**config.mk**
```make
export PLATFORM = sky130hd
export DESIGN_NAME = uart_cmd_parser_flat
export DESIGN_NICKNAME = d
export VERILOG_FILES = /design/src/rtl/uart_cmd_pkg.sv /design/src/rtl/uart_cmd_parser_if.sv /design/src/rtl/uart_cmd_timeout.sv /design/src/rtl/uart_cmd_parser.sv /design/src/flat_wrapper.sv
export SDC_FILE = /design/constraint.sdc
export NUM_CORES = 1
export LEC_CHECK = 0
export ABC_AREA = 1
export BUFFER_PORTS_ARGS = -buffer_cell sky130_fd_sc_hd__buf_4
export CAP_MARGIN = 25
export CORE_AREA = 2 2 62 108
export DETAILED_ROUTE_END_ITERATION = 6
export DIE_AREA = 0 0 64 110
export PLACE_DENSITY = 0.77
export SLEW_MARGIN = 30
export SYNTH_ARGS = -nofsm -noshare
export SYNTH_HDL_FRONTEND = slang
export SYNTH_HIERARCHICAL = 1
export SYNTH_SLANG_ARGS = --single-unit
```
**constraint.sdc**
```tcl
create_clock -name clk -period 2.6 [get_ports clk]
set_clock_uncertainty 0.15 [all_clocks]
set_input_delay 0.26 -clock clk [delete_from_list [all_inputs] [get_ports clk]]
set_output_delay 0.26 -clock clk [all_outputs]
set_load 0.1 [all_outputs]
```
**src/rtl/uart_cmd_pkg.sv**
```systemverilog
// Shared types and constants for the UART command-frame parser.
// Optional ACK/NAK generation is enabled by the macro UART_CMD_ACK_EN.
package uart_cmd_pkg;

  typedef enum logic [2:0] {
    IDLE,
    S_CMD,
    S_X,
    S_Y,
    S_CHK
  } state_t;

  localparam logic [1:0] ERR_CHK   = 2'b01;
  localparam logic [1:0] ERR_RANGE = 2'b10;
  localparam logic [1:0] ERR_TMO   = 2'b11;

  localparam logic [7:0] ACK_OK   = 8'h55;
  localparam logic [7:0] NAK_BASE = 8'hE0;

  function automatic logic [7:0] frame_chk(input logic [7:0] c,
                                           input logic [7:0] x,
                                           input logic [7:0] y);
    return c ^ x ^ y;
  endfunction

endpackage

```
**src/rtl/uart_cmd_parser_if.sv**
```systemverilog
// Byte-in / frame-out bundle between UART receiver, parser and game logic.
// ack_data/ack_start exist only when UART_CMD_ACK_EN is defined.
interface uart_cmd_parser_if;
  logic [7:0] rx_data;
  logic       rx_done;
  logic [7:0] cmd;
  logic [3:0] x;
  logic [3:0] y;
  logic       frame_valid;
  logic       frame_err;
  logic [1:0] err_code;
  logic       busy;
`ifdef UART_CMD_ACK_EN
  logic [7:0] ack_data;
  logic       ack_start;
`endif

  // master: the parser itself
  modport master (
    input  rx_data, rx_done,
    output cmd, x, y, frame_valid, frame_err, err_code, busy
`ifdef UART_CMD_ACK_EN
    , output ack_data, ack_start
`endif
  );

  // slave: UART receiver feeding bytes plus the game logic consuming frames
  modport slave (
    output rx_data, rx_done,
    input  cmd, x, y, frame_valid, frame_err, err_code, busy
`ifdef UART_CMD_ACK_EN
    , input ack_data, ack_start
`endif
  );
endinterface

```
**src/rtl/uart_cmd_timeout.sv**
```systemverilog
// Inter-byte gap watchdog: clears on every byte, counts while enabled and
// flags expiry on the cycle the count reaches TIMEOUT_CYC-1 with no byte.
module uart_cmd_timeout #(
  parameter int TIMEOUT_CYC = 1000000,
  parameter int CNT_W       = 20
) (
  input  logic clk,
  input  logic reset,
  input  logic clr,
  input  logic en,
  output logic expire
);
  localparam logic [CNT_W-1:0] LAST = CNT_W'(TIMEOUT_CYC - 1);

  logic [CNT_W-1:0] cnt;

  // a byte on the expiry cycle wins, so clr masks expire
  assign expire = en && !clr && (cnt == LAST);

  always_ff @(posedge clk or negedge reset) begin
    if (!reset)                   cnt <= '0;
    else if (clr || !en || expire) cnt <= '0;
    else                          cnt <= cnt + CNT_W'(1);
  end

endmodule

```
**src/rtl/uart_cmd_parser.sv**
```systemverilog
// Assembles SYNC/CMD/X/Y/CHK frames from UART bytes, validates checksum and
// board range, and reports timeouts. UART_CMD_ACK_EN adds an ACK/NAK byte.
module uart_cmd_parser
  import uart_cmd_pkg::*;
#(
  parameter logic [7:0] SYNC_BYTE   = 8'hAA,
  parameter int         BOARD_SIZE  = 15,
  parameter int         TIMEOUT_CYC = 1000000,
  parameter int         CNT_W       = 20
) (
  input logic               clk,
  input logic               reset,
  uart_cmd_parser_if.master bus
);

  state_t     state;
  logic [7:0] cmd_r, x_r, y_r;
  logic       in_frame;
  logic       tmo;
  logic       chk_ok;
  logic       range_ok;

  assign in_frame = (state != IDLE);
  assign bus.busy = in_frame;

  uart_cmd_timeout #(
    .TIMEOUT_CYC (TIMEOUT_CYC),
    .CNT_W       (CNT_W)
  ) u_tmo (
    .clk    (clk),
    .reset  (reset),
    .clr    (bus.rx_done),
    .en     (in_frame),
    .expire (tmo)
  );

  // evaluated against the byte arriving in S_CHK
  assign chk_ok   = (frame_chk(cmd_r, x_r, y_r) == bus.rx_data);
  assign range_ok = (x_r < 8'(BOARD_SIZE)) && (y_r < 8'(BOARD_SIZE));

  always_ff @(posedge clk or negedge reset) begin
    if (!reset) begin
      state           <= IDLE;
      cmd_r           <= '0;
      x_r             <= '0;
      y_r             <= '0;
      bus.cmd         <= '0;
      bus.x           <= '0;
      bus.y           <= '0;
      bus.frame_valid <= 1'b0;
      bus.frame_err   <= 1'b0;
      bus.err_code    <= '0;
    end else begin
      bus.frame_valid <= 1'b0;
      bus.frame_err   <= 1'b0;
      if (tmo) begin
        state         <= IDLE;
        bus.frame_err <= 1'b1;
        bus.err_code  <= ERR_TMO;
      end else if (bus.rx_done) begin
        // no resync: SYNC_BYTE inside a frame is plain data
        case (state)
          IDLE:  if (bus.rx_data == SYNC_BYTE) state <= S_CMD;
          S_CMD: begin cmd_r <= bus.rx_data; state <= S_X;   end
          S_X:   begin x_r   <= bus.rx_data; state <= S_Y;   end
          S_Y:   begin y_r   <= bus.rx_data; state <= S_CHK; end
          S_CHK: begin
            state <= IDLE;
            if (!chk_ok) begin
              bus.frame_err <= 1'b1;
              bus.err_code  <= ERR_CHK;
            end else if (!range_ok) begin
              bus.frame_err <= 1'b1;
              bus.err_code  <= ERR_RANGE;
            end else begin
              bus.frame_valid <= 1'b1;
              bus.cmd         <= cmd_r;
              bus.x           <= x_r[3:0];
              bus.y           <= y_r[3:0];
            end
          end
          default: state <= IDLE;
        endcase
      end
    end
  end

`ifdef UART_CMD_ACK_EN
  // one stage behind the result pulses; err_code is already settled here
  always_ff @(posedge clk or negedge reset) begin
    if (!reset) begin
      bus.ack_data  <= '0;
      bus.ack_start <= 1'b0;
    end else begin
      bus.ack_start <= bus.frame_valid || bus.frame_err;
      if (bus.frame_valid)    bus.ack_data <= ACK_OK;
      else if (bus.frame_err) bus.ack_data <= NAK_BASE | {6'b0, bus.err_code};
    end
  end
`endif

endmodule

```
**src/flat_wrapper.sv**
```systemverilog
// flat-port wrapper written by rule: the top's interface ports become plain ports
module uart_cmd_parser_flat import uart_cmd_pkg::*;
#(
  parameter logic [7:0] SYNC_BYTE   = 8'hAA,
  parameter int         BOARD_SIZE  = 15,
  parameter int         TIMEOUT_CYC = 1000000,
  parameter int         CNT_W       = 20
)
  (clk, reset, bus_rx_data, bus_rx_done, bus_cmd, bus_x, bus_y, bus_frame_valid, bus_frame_err, bus_err_code, bus_busy);
  uart_cmd_parser_if bus_i ();
  input logic clk;
  input logic reset;
  input wire logic [$bits(bus_i.rx_data)-1:0] bus_rx_data;
  input wire logic [$bits(bus_i.rx_done)-1:0] bus_rx_done;
  output wire logic [$bits(bus_i.cmd)-1:0] bus_cmd;
  output wire logic [$bits(bus_i.x)-1:0] bus_x;
  output wire logic [$bits(bus_i.y)-1:0] bus_y;
  output wire logic [$bits(bus_i.frame_valid)-1:0] bus_frame_valid;
  output wire logic [$bits(bus_i.frame_err)-1:0] bus_frame_err;
  output wire logic [$bits(bus_i.err_code)-1:0] bus_err_code;
  output wire logic [$bits(bus_i.busy)-1:0] bus_busy;
  assign bus_i.rx_data = bus_rx_data;
  assign bus_i.rx_done = bus_rx_done;
  assign bus_cmd = bus_i.cmd;
  assign bus_x = bus_i.x;
  assign bus_y = bus_i.y;
  assign bus_frame_valid = bus_i.frame_valid;
  assign bus_frame_err = bus_i.frame_err;
  assign bus_err_code = bus_i.err_code;
  assign bus_busy = bus_i.busy;
  uart_cmd_parser #(.SYNC_BYTE(SYNC_BYTE), .BOARD_SIZE(BOARD_SIZE), .TIMEOUT_CYC(TIMEOUT_CYC), .CNT_W(CNT_W)) u_core (.clk(clk), .reset(reset), .bus(bus_i));
endmodule
```
==> metrics <==
wire per inst=13.6 um; total power density per cell area=925 nW/um2; Post-Place Worst Slack=0.158 ns; minimum clock period=2.35 ns; mean number of vias per cell=5.26; post-synthesis sequential area ratio=0.473; Worst Path Buf+Inv=2; Final nets=517; antenna viol nets, final=0; Tot Pwr=3.78 mW; first-pass GRT wire length=13.3 mm; Syn Inst Count=467; IO buf count=31; Hold Crit Class=in2reg; FMAX=426 MHz; post-synth net total=479; footprint of the multi-input gates=1620 um2; CP Cell Sequence=ha_1 > nand3_2 > nor2_4 > nand3_4 > nor3_1 > nor2_1 > inv_1 > nor2_2 > buf_4 > nand4_1 > nand2_1; critical path class=reg2reg; Unique masters post-synth=27; initial drt markers=233; die width=64 um; final worst path period share=0.904; outcome=finished clean; drt total wl=8.00 mm; mapped cell area=3540 um2; final-report hold violation count=0; synth warn=6; Seq cells post-synth=67; VDD IR-drop max=0.684 mV; number of diodes=0; clock latency on the worst-skew pair=0.34 ns; vias in the first global route=2934; CTS Buffer Depth=2; Max Cap Viol=0; Crit-path slowest cell=dfrtp_1; num rows=38; remaining global-route overflow=0; Clock Root Buffer=clkbuf_8; Die Y=110 um; vias post-DR=3102; Total GRT Usage=0.250; Avg Inst Size Synth=7.59 um2; htree depth=3; Leak Pwr=2.10 nW; die area=7040 um2; worst path required time=2.74 ns; boundary pin count=32; routability cong.=0.836; crit-path max FO=14; fraction of layout cells with a size suffix above 1=0.165; post-DP HPWL=5.99 mm; CTS sink cnt=67; initial antenna violation count=0; setup TNS=0 ns; Slew Limit Fails=0; Hold WS=0.0965 ns; largest net degree at the start of global routing=68; Initial DRT Pass Iterations=4; core area=6130 um2; Initial Util=0.578; Remaining DRCs=0; startpoint types=flip-flop; # setup viols final=0; CTS tree=done; Worst path max stage delay=0.43 ns; Reg area=1680 um2; Setup WS post-layout=0.250 ns; RSZ-0062 raised after global routing=no; Slew HR=0.446; clk slew on worst S/H paths=0.07 ns; P&R area growth vs syn=15.4%; Post CTS Setup Buffer Count=0; Worst Max-Slew Pin Slew=0.830 ns; delay-heaviest family, CP=simple AND/OR/NAND/NOR gates; WP data arrival=2.48 ns; Fillers=519; total CTS buffers=9; critical path endpoint category=flip-flop
cells by family (layout without fill, tap and decap cells):
group / after synthesis / in the layout / synth area share
flops: 67 / 67 / 0.473
compound gates: 28 / 28 / 0.0402
fa+ha+maj: 1 / 1 / 0.00353
simple gates: 289 / 289 / 0.361
buf+inv: 63 / 106 / 0.0755
xor+xnor: 19 / 19 / 0.0469
where the power goes:
part	switching (mW)	internal, mW
registers	0.284	1.27
clock network	0.404	0.565
logic	0.850	0.413
total	1.54	2.25
worst register-to-register path, stage by stage (launching register included):
cell and delay (ns):
dfrtp_1 0.43, ha_1 0.28, nand3_2 0.13, nor2_4 0.06, nand3_4 0.10, nor3_1 0.07, nor2_1 0.27, inv_1 0.10
nor2_2 0.23, buf_4 0.23, nand4_1 0.14, nand2_1 0.10
layout by cell type, fill, tap and decap left out, drive strengths merged, types with 3 or more instances in the layout:
cell type  instances
buf               34
clkbuf            10
clkinv             3
dfrtp             67
inv               54
nand2            169
nand3             21
nand4             25
nor2              71
o21ai             26
xnor2             10
xor2               9
path summary, 6_finish.rpt:
check,slack (ns),depth (start not counted),end,start
setup / recovery,0.25,11,u_core/bus.y[1],u_core/u_tmo/cnt[0]
hold / removal,0.1,3,u_core/cmd_r[5],bus_rx_data[5]
setup reg to reg,0.25,11,u_core/bus.y[1],u_core/u_tmo/cnt[0]
hold reg to reg,0.34,2,u_core/bus.y[3],u_core/bus.y[3]
max in group asynchronous,1.35,2,u_core/x_r[7],reset
min in group asynchronous,0.40,2,u_core/u_tmo/cnt[19],reset
synthesized netlist by cell type:
cell	number	area (um2)
nor3_1	2	10.0
nand2_4	1	11.3
inv_2	5	18.8
xnor2_1	10	87.6
nand3_2	2	20.0
nor2_2	15	93.8
nand3_1	17	85.1
buf_4	1	7.51
nor2_4	2	22.5
nand3_4	2	35.0
nand2_2	2	12.5
nor2_1	54	203
nand2_1	166	623
o21bai_1	1	7.51
buf_6	1	11.3
buf_12	1	20.0
ha_1	1	12.5
and2_1	1	6.26
inv_1	49	184
buf_2	2	10.0
nand4_1	25	156
xor2_1	9	78.8
a21oi_1	1	5.00
o21ai_0	26	130
clkbuf_1	3	11.3
clkinv_2	1	5.00
dfrtp_1	67	1680
through the flow:
stage | cell area (um2) | utilization | std cells
6_report | 4090 | 0.667 | 590
5_1_grt | 4090 | 0.667 | 590
4_1_cts | 4080 | 0.665 | 590
3_5_place_dp | 3840 | 0.626 | 573
3_3_place_gp | 3840 | 0.626 | 573
2_1_floorplan | 3550 | - | 467
cell type report:
cell class	count	area share
clock inverter	6	0.0217
tap	80	0.0245
multi-input combinational	337	0.395
timing repair buffer	35	0.0648
clock buffer	10	0.0336
sequential	67	0.410
inverter	55	0.0508
state kept, by name, indices dropped and copies added (netlist names):
signal,count
u_core/state,3
u_core/y_r,8
u_core/bus.x,4
u_core/cmd_r,8
u_core/x_r,8
u_core/bus.frame_err,1
u_core/bus.err_code,2
u_core/bus.y,4
u_core/u_tmo/cnt,20
u_core/bus.cmd,8
u_core/bus.frame_valid,1
timing repair:
item                                   in CTS  in global routing
endpoints found under the hold margin      67                  0
hold buffers                                1                  0
setup endpoints to repair                   0                 14
resized for setup                           0                  3
metal layers:
metal | share of wire | track usage | vias up
met3 | 0.024 | 0.0365 | 27
met2 | 0.55 | 0.458 | 61
met5 | 0 | 0 | -
met4 | 0.049 | 0.168 | 0
met1 | 0.38 | 0.262 | 1478
li1 | - | - | 1536
(Power assumes the default switching activity.)
